### config.mk
export PLATFORM = sky130hd
export DESIGN_NAME = stopwatch_up_mmss
export DESIGN_NICKNAME = d
export VERILOG_FILES = /design/src/rtl/stopwatch_up_mmss.sv
export SDC_FILE = /design/constraint.sdc
export NUM_CORES = 1
export LEC_CHECK = 0
export CORE_UTILIZATION = 46
export CTS_CLUSTER_DIAMETER = 50
export DETAILED_ROUTE_END_ITERATION = 8
export PLACE_DENSITY = 0.74
export SKIP_CTS_REPAIR_TIMING = 1
export SLEW_MARGIN = 20
export SYNTH_ARGS = -nofsm -noshare
export SYNTH_HDL_FRONTEND = slang
export SYNTH_SLANG_ARGS = --single-unit
### constraint.sdc
create_clock -name clk -period 1.8 [get_ports clk]
set_clock_uncertainty 0.15 [all_clocks]
set_input_delay 0.27 -clock clk [delete_from_list [all_inputs] [get_ports clk]]
set_output_delay 0.27 -clock clk [all_outputs]
set_load 0.02 [all_outputs]
### src/rtl/stopwatch_up_mmss.sv
// MM:SS elapsed-time counter (00:00..99:59) in BCD, advanced once per one-second tick.
// A four-state control FSM sequences the start/stop/clear pulses.
module stopwatch_up_mmss #(
  parameter bit ROLLOVER = 1'b0
) (
  input  logic       clk,
  input  logic       rst,
  input  logic       tick,
  input  logic       start_stop,
  input  logic       clear,
  output logic [3:0] sec_ones,
  output logic [3:0] sec_tens,
  output logic [3:0] min_ones,
  output logic [3:0] min_tens,
  output logic       running,
  output logic       max_L
);

  typedef enum logic [1:0] {
    ST_IDLE  = 2'b00,
    ST_RUN   = 2'b01,
    ST_PAUSE = 2'b10,
    ST_DONE  = 2'b11
  } state_t;

  state_t     state_r;
  logic [3:0] sec_ones_r, sec_tens_r, min_ones_r, min_tens_r;
  logic       running_r;
  logic [3:0] sec_ones_s, sec_tens_s, min_ones_s, min_tens_s;
  logic       at_max_s, next_at_max_s;

  // Next-digit value for one increment; every carry resolves within the same edge.
  always_comb begin
    sec_ones_s = sec_ones_r;
    sec_tens_s = sec_tens_r;
    min_ones_s = min_ones_r;
    min_tens_s = min_tens_r;
    if (sec_ones_r == 4'd9) begin
      sec_ones_s = 4'd0;
      if (sec_tens_r == 4'd5) begin
        sec_tens_s = 4'd0;
        if (min_ones_r == 4'd9) begin
          min_ones_s = 4'd0;
          if (min_tens_r == 4'd9) begin
            min_tens_s = 4'd0;
          end else begin
            min_tens_s = min_tens_r + 4'd1;
          end
        end else begin
          min_ones_s = min_ones_r + 4'd1;
        end
      end else begin
        sec_tens_s = sec_tens_r + 4'd1;
      end
    end else begin
      sec_ones_s = sec_ones_r + 4'd1;
    end
  end

  assign at_max_s      = (min_tens_r == 4'd9) && (min_ones_r == 4'd9) &&
                         (sec_tens_r == 4'd5) && (sec_ones_r == 4'd9);
  assign next_at_max_s = (min_tens_s == 4'd9) && (min_ones_s == 4'd9) &&
                         (sec_tens_s == 4'd5) && (sec_ones_s == 4'd9);

  // Control FSM with digit registers and registered running flag.
  always_ff @(posedge clk or negedge rst) begin
    if (!rst) begin
      state_r    <= ST_IDLE;
      running_r  <= 1'b0;
      sec_ones_r <= 4'd0;
      sec_tens_r <= 4'd0;
      min_ones_r <= 4'd0;
      min_tens_r <= 4'd0;
    end else if (clear) begin
      state_r    <= ST_IDLE;
      running_r  <= 1'b0;
      sec_ones_r <= 4'd0;
      sec_tens_r <= 4'd0;
      min_ones_r <= 4'd0;
      min_tens_r <= 4'd0;
    end else begin
      case (state_r)
        ST_IDLE: begin
          if (start_stop) begin
            state_r   <= ST_RUN;
            running_r <= 1'b1;
          end
        end
        ST_RUN: begin
          if (tick && !ROLLOVER && at_max_s) begin
            // Saturated value with no wrap allowed: never increment past it.
            state_r   <= ST_DONE;
            running_r <= 1'b0;
          end else if (tick && !ROLLOVER && next_at_max_s) begin
            // Landing on 99:59 ends the count even if a stop arrives together.
            sec_ones_r <= sec_ones_s;
            sec_tens_r <= sec_tens_s;
            min_ones_r <= min_ones_s;
            min_tens_r <= min_tens_s;
            state_r    <= ST_DONE;
            running_r  <= 1'b0;
          end else begin
            if (tick) begin
              sec_ones_r <= sec_ones_s;
              sec_tens_r <= sec_tens_s;
              min_ones_r <= min_ones_s;
              min_tens_r <= min_tens_s;
            end
            if (start_stop) begin
              state_r   <= ST_PAUSE;
              running_r <= 1'b0;
            end
          end
        end
        ST_PAUSE: begin
          if (start_stop) begin
            state_r   <= ST_RUN;
            running_r <= 1'b1;
          end
        end
        ST_DONE: begin
          running_r <= 1'b0;
        end
        default: begin
          state_r    <= ST_IDLE;
          running_r  <= 1'b0;
          sec_ones_r <= 4'd0;
          sec_tens_r <= 4'd0;
          min_ones_r <= 4'd0;
          min_tens_r <= 4'd0;
        end
      endcase
    end
  end

  assign sec_ones = sec_ones_r;
  assign sec_tens = sec_tens_r;
  assign min_ones = min_ones_r;
  assign min_tens = min_tens_r;
  assign running  = running_r;
  assign max_L    = ~at_max_s;

endmodule

# == After elaboration in Yosys (flattened, before gate mapping) ==
# Index checks and enable logic that the tools add are counted.
# op_classes
addsub,4
eq_ne,14
muxes,42
bitwise_logic,1
reduce_logical,16
# op_table
cell,n
4-bit 2-to-1 mux,30
4-bit == test (second input constant),6
4-bit by 1-bit adder with 4-bit output (second input constant),4
2-bit 2-to-1 mux,5
4-bit by 3-bit == test with 1-bit output (second input constant),2
1-bit logical AND,8
3-bit AND reduction,2
3-bit nonzero test,2
1-bit 2-to-1 mux,5
5-bit inequality test (second input constant),1
2-bit == test (second input constant),2
2-bit one-hot mux with 2 select lines,1
3-bit by 1-bit inequality test with 1-bit output (second input constant),1
1-bit one-hot mux with 3 select lines,1
2-bit by 1-bit == test with 1-bit output (second input constant),1
2-bit zero test,1
2-bit inequality test (second input constant),1
2-bit AND reduction,1
2-bit nonzero test,1
2-bit OR reduction,1
1-bit inverter,1
# totals
ff_bits,19
in_bits,5
out_inout_bits,18
word_cells,83

# == Logic depth before layout (Yosys ltp) ==
# Gate-level depths: netlist of run 1.
# depth
depth_word,14
depth_mapped,7
ltp_nobuf,5

# == Least setup slack after synthesis of run 1 ==
# OpenSTA, ideal clock, no wires.
# synth_timing
path_kind,reg-to-reg
from,"register sec_tens_r[1], in the netlist sec_tens[1]"
to,register state_r[0]
setup_ns,0.104
arrival_time_ns,1.647
slack_ns,-0.101
path_stages_with_launch,8
path_buffers,2
synth_period_minus_slack_ns,1.901
path_cell_list,dfrtp_1 -> buf_6 -> and4bb_4 -> and3_1 -> buf_4 -> a31o_2 -> a21oi_2 -> o41ai_2
# synth_between
elab_chain_len,12
# synth_lines
item,line_no,source
from (decl),27,"logic [3:0] sec_ones_r, sec_tens_r, min_ones_r, min_tens_r;"
from (signal assigned),97,sec_tens_r <= sec_tens_s;
from (signal assigned),105,sec_tens_r <= sec_tens_s;
branches (longest 12 deep; another with 4-bit by 1-bit adder with 4-bit output),n/a,
to (signal assigned),75,state_r <= ST_IDLE;
to (signal assigned),85,state_r <= ST_RUN;
to (signal assigned),92,state_r <= ST_DONE;
to (decl),26,state_t state_r;
# Parallel ways; which one is timed is not known.
# A chain may end at the register's enable or synchronous reset.

# == Final worst setup path of run 1 ==
# layout_timing
from,"register sec_ones_r[1], in the netlist sec_ones[1]"
to,output max_L
# layout_between
elab_chain_len,3
# layout_lines
item,line_no,source
from (decl),27,
from (signal assigned),96,sec_ones_r <= sec_ones_s;
from (signal assigned),104,sec_ones_r <= sec_ones_s;
4-bit == test,61,(sec_tens_r == 4'd5) && (sec_ones_r == 4'd9);
1-bit logical AND,61,
1-bit inverter,141,assign max_L = ~at_max_s;
to (decl),16,output logic max_L
# Every way passes these cells.

==> results.toml, run 1 <==
[drt]
drt-met1-wl_mm = 1.436
via_per_inst = 5.650
wire_per_inst_um = 15.02
met3_length_um = 97
met2_length_mm = 1.544
highest_layer = "met4"
drc = 0
route.final.wire_length_mm = 3.094
drt_first_pass_iters = 4
ant_nets = 0
initialDrtViolationCount = 18
vias = 1164

[logic_synthesis]
synth_nets = 130
ys_types = 48
synth_ff_type = "dfrtp_1"
yosysTopAreaCell = "dfrtp_1"
yosys-top-cells-area = "dfrtp_1 (39%), nor2_1 (4.7%), xor2_1 (3.6%), a21oi_1 (3.3%), and4bb_4 (2.7%)"
async_flop_share_pct = 100.0
yosysWarnings = 0
synth-seq-area-share_pct = 39.46
syn_area_per_cell_um2 = 9.639
synth_edf_count = 0
synthesis.area_um2 = 1205
syn_inst = 125
synth-seq-cells = 19
synth_top_area_share_pct = 39.46

[sta]
setup_violations = 6
max_freq_mhz = 530.8
rsz0062_at_grt = "true"
drv_slew = 0
worstMarginPinSlew_ns = 0.3397
period_share_pct = 104.7
fin_crit_ns = 1.884
setup_ws_ns = -0.08393
max_slew_margin_pct = 77.25
tns_ns = -0.2322
hold_viol = 0

[placement]
dp_hpwl_mm = 2.188
io_buffers = 22
dpl_worst_slack_ns = -0.2197
dp.cells = 201
routabilityCongestion = 0.8210

[critical_path]
arrival_ns = 1.46
cp-start-kind = "flip-flop"
timing.rr.start = "sec_ones[1]"
crit_end = "max_L"
worstPathMaxFanout = 2
critPathRequiredTime_ns = 1.38
crit_start = "sec_ones[1]"
path_class = "flip-flop to primary output"
end_kind = "primary output"
rr_endpoint = "state_r[1]"
reg2reg_slack_ns = -0.05
ff2ff_path_depth = 6

[clock_network]
h-tree-depth = 1
insertion_delay_ns = 0.29
clock_path_buffers = 2
cts_buffers = 3
root_buffer = "clkbuf_4"
cts_tree = "done"
cts_sinks = 19
clk_pin_slew_ns = 0.11

[pwr]
ir_drop_uv = 535.4
power_leakage_nw = 1.061
p_per_area_nw_per_um2 = 422.9

[global_route]
track_usage_pct = 22.58
antenna_found_initial = 0
overflow = 0
first_global_vias = 1094
grt_max_degree = 20
grt_first_pass_wirelength_mm = 4.567

[floorplan]
initial_core_util_pct = 48.64
ios = 23
die_w_um = 53.18
row_count = 18
dieArea_um2 = 2828
die_y_um = 53.18
core_area_um2 = 2477

[final_layout]
fin_cells = 206
drive_gt1_share_pct = 35.23
nets = 182
syn_to_final_growth_pct = 49.43
fillCellCount = 190
antenna_cells = 0
final_util_pct = 72.68

[hold_path]
hp-class = "primary input to asynchronous set/reset pin"

[run_status]
violations = "setup timing"
outcome = "finished, violations left"

[job]
cap_violations = 0
[worst min-delay path by stage]
stage / startpoint / to / cells past startpoint
finish: rst / min_tens[2] / 2
global route: rst / min_tens[2] / 2
CTS: rst / state_r[1] / 2
detailed placement: state_r[0] / state_r[1] / 2
floorplan: rst / min_ones[0] / 0
global placement: state_r[0] / state_r[1] / 2
[metrics by stage]
stage	hold WS (ns)	total power, mW	area (um2)
global placement	0.4175	0.5440	1660
floorplan	-0.1756	0.4958	1230
CTS	0.1504	0.7604	1687
global route	0.1663	0.7972	1800
detailed placement	0.4378	0.5483	1660
finish	0.1436	0.7615	1800
[cell families (layout without fill, tap and decap cells)]
kind of cell	after synthesis	count (layout)	share of synthesized area (%)
mux	3	3	2.492
flops	19	19	39.46
simple gates	51	51	26.79
xor+xnor	8	8	5.815
compound gates	32	32	19.84
buf+inv	12	63	5.607
[where the power goes]
group          switching [mW]  internal [mW]  total, mW
registers             0.00377          0.434      0.438
clock network           0.133         0.0862      0.219
logic                  0.0571         0.0469      0.104
total                   0.194          0.567      0.761
[cells in the final DEF, fill, tap and decap left out, types with 2 or more instances in the layout]
cell and count:
buf_4 27, dfrtp_1 16, dlymetal6s2s_1 16, nor2_1 15, inv_1 6, o21ai_1 5, a21oi_1 5, xor2_1 5
clkdlybuf4s50_1 5, nor2b_1 4, a21oi_2 4, nand2_1 4, buf_6 4, or3_1 3, xnor2_1 3, mux2i_1 3
nand4_1 3, clkbuf_4 3, dfrtp_2 3, and4bb_4 2, nand3_1 2, nand2b_1 2, o21ai_0 2
[cells in the mapped netlist (all sizes together), types with 2 or more instances]
library cell  count
a21oi             9
and4bb            3
buf               4
clkbuf            2
dfrtp            19
inv               6
mux2i             3
nand2             6
nand2b            2
nand3             4
nand4             3
nor2             15
nor2b             4
o211ai            2
o21ai             7
o31ai             2
or3               4
xnor2             3
xor2              5
[sequential cells by signal, indices dropped and copies added, names as in the netlist]
name      count
min_ones      4
min_tens      4
sec_ones      4
sec_tens      4
state_r       2
running       1
[critical path, cell delays in order, from the launching register on]
cell and delay, ns:
dfrtp_2 0.41, and4bb_4 0.34, and3_4 0.19, nand3_1 0.07
clkbuf_2 0.17
[cell type report]
type / count / area, um2 / area share, %
Inverter: 6 / 22.52 / 1.251
Tap cell: 30 / 37.54 / 2.085
Timing Repair Buffer: 53 / 503.0 / 27.94
Sequential cell: 19 / 479.2 / 26.62
Multi-Input combinational cell: 94 / 732.0 / 40.65
Clock buffer: 4 / 26.28 / 1.459
[metal layers]
metal | vias up | global-route usage [%]
met1 | 578 | 28.04
met5 | - | 0
met3 | 2 | 3.736
met2 | 28 | 38.61
met4 | 0 | 8.772
li1 | 556 | -
(Power assumes the default switching activity.)
==> run 2: changes to the inputs <==
--- a/config.mk
+++ b/config.mk
@@ -10,7 +10,7 @@
 export DETAILED_ROUTE_END_ITERATION = 8
 export PLACE_DENSITY = 0.74
 export SKIP_CTS_REPAIR_TIMING = 1
-export SLEW_MARGIN = 20
+export SLEW_MARGIN = 0
 export SYNTH_ARGS = -nofsm -noshare
 export SYNTH_HDL_FRONTEND = slang
 export SYNTH_SLANG_ARGS = --single-unit
==> results of run 2 <==
Same layout as run 1: the final DEF is identical, and so are final timing and power.
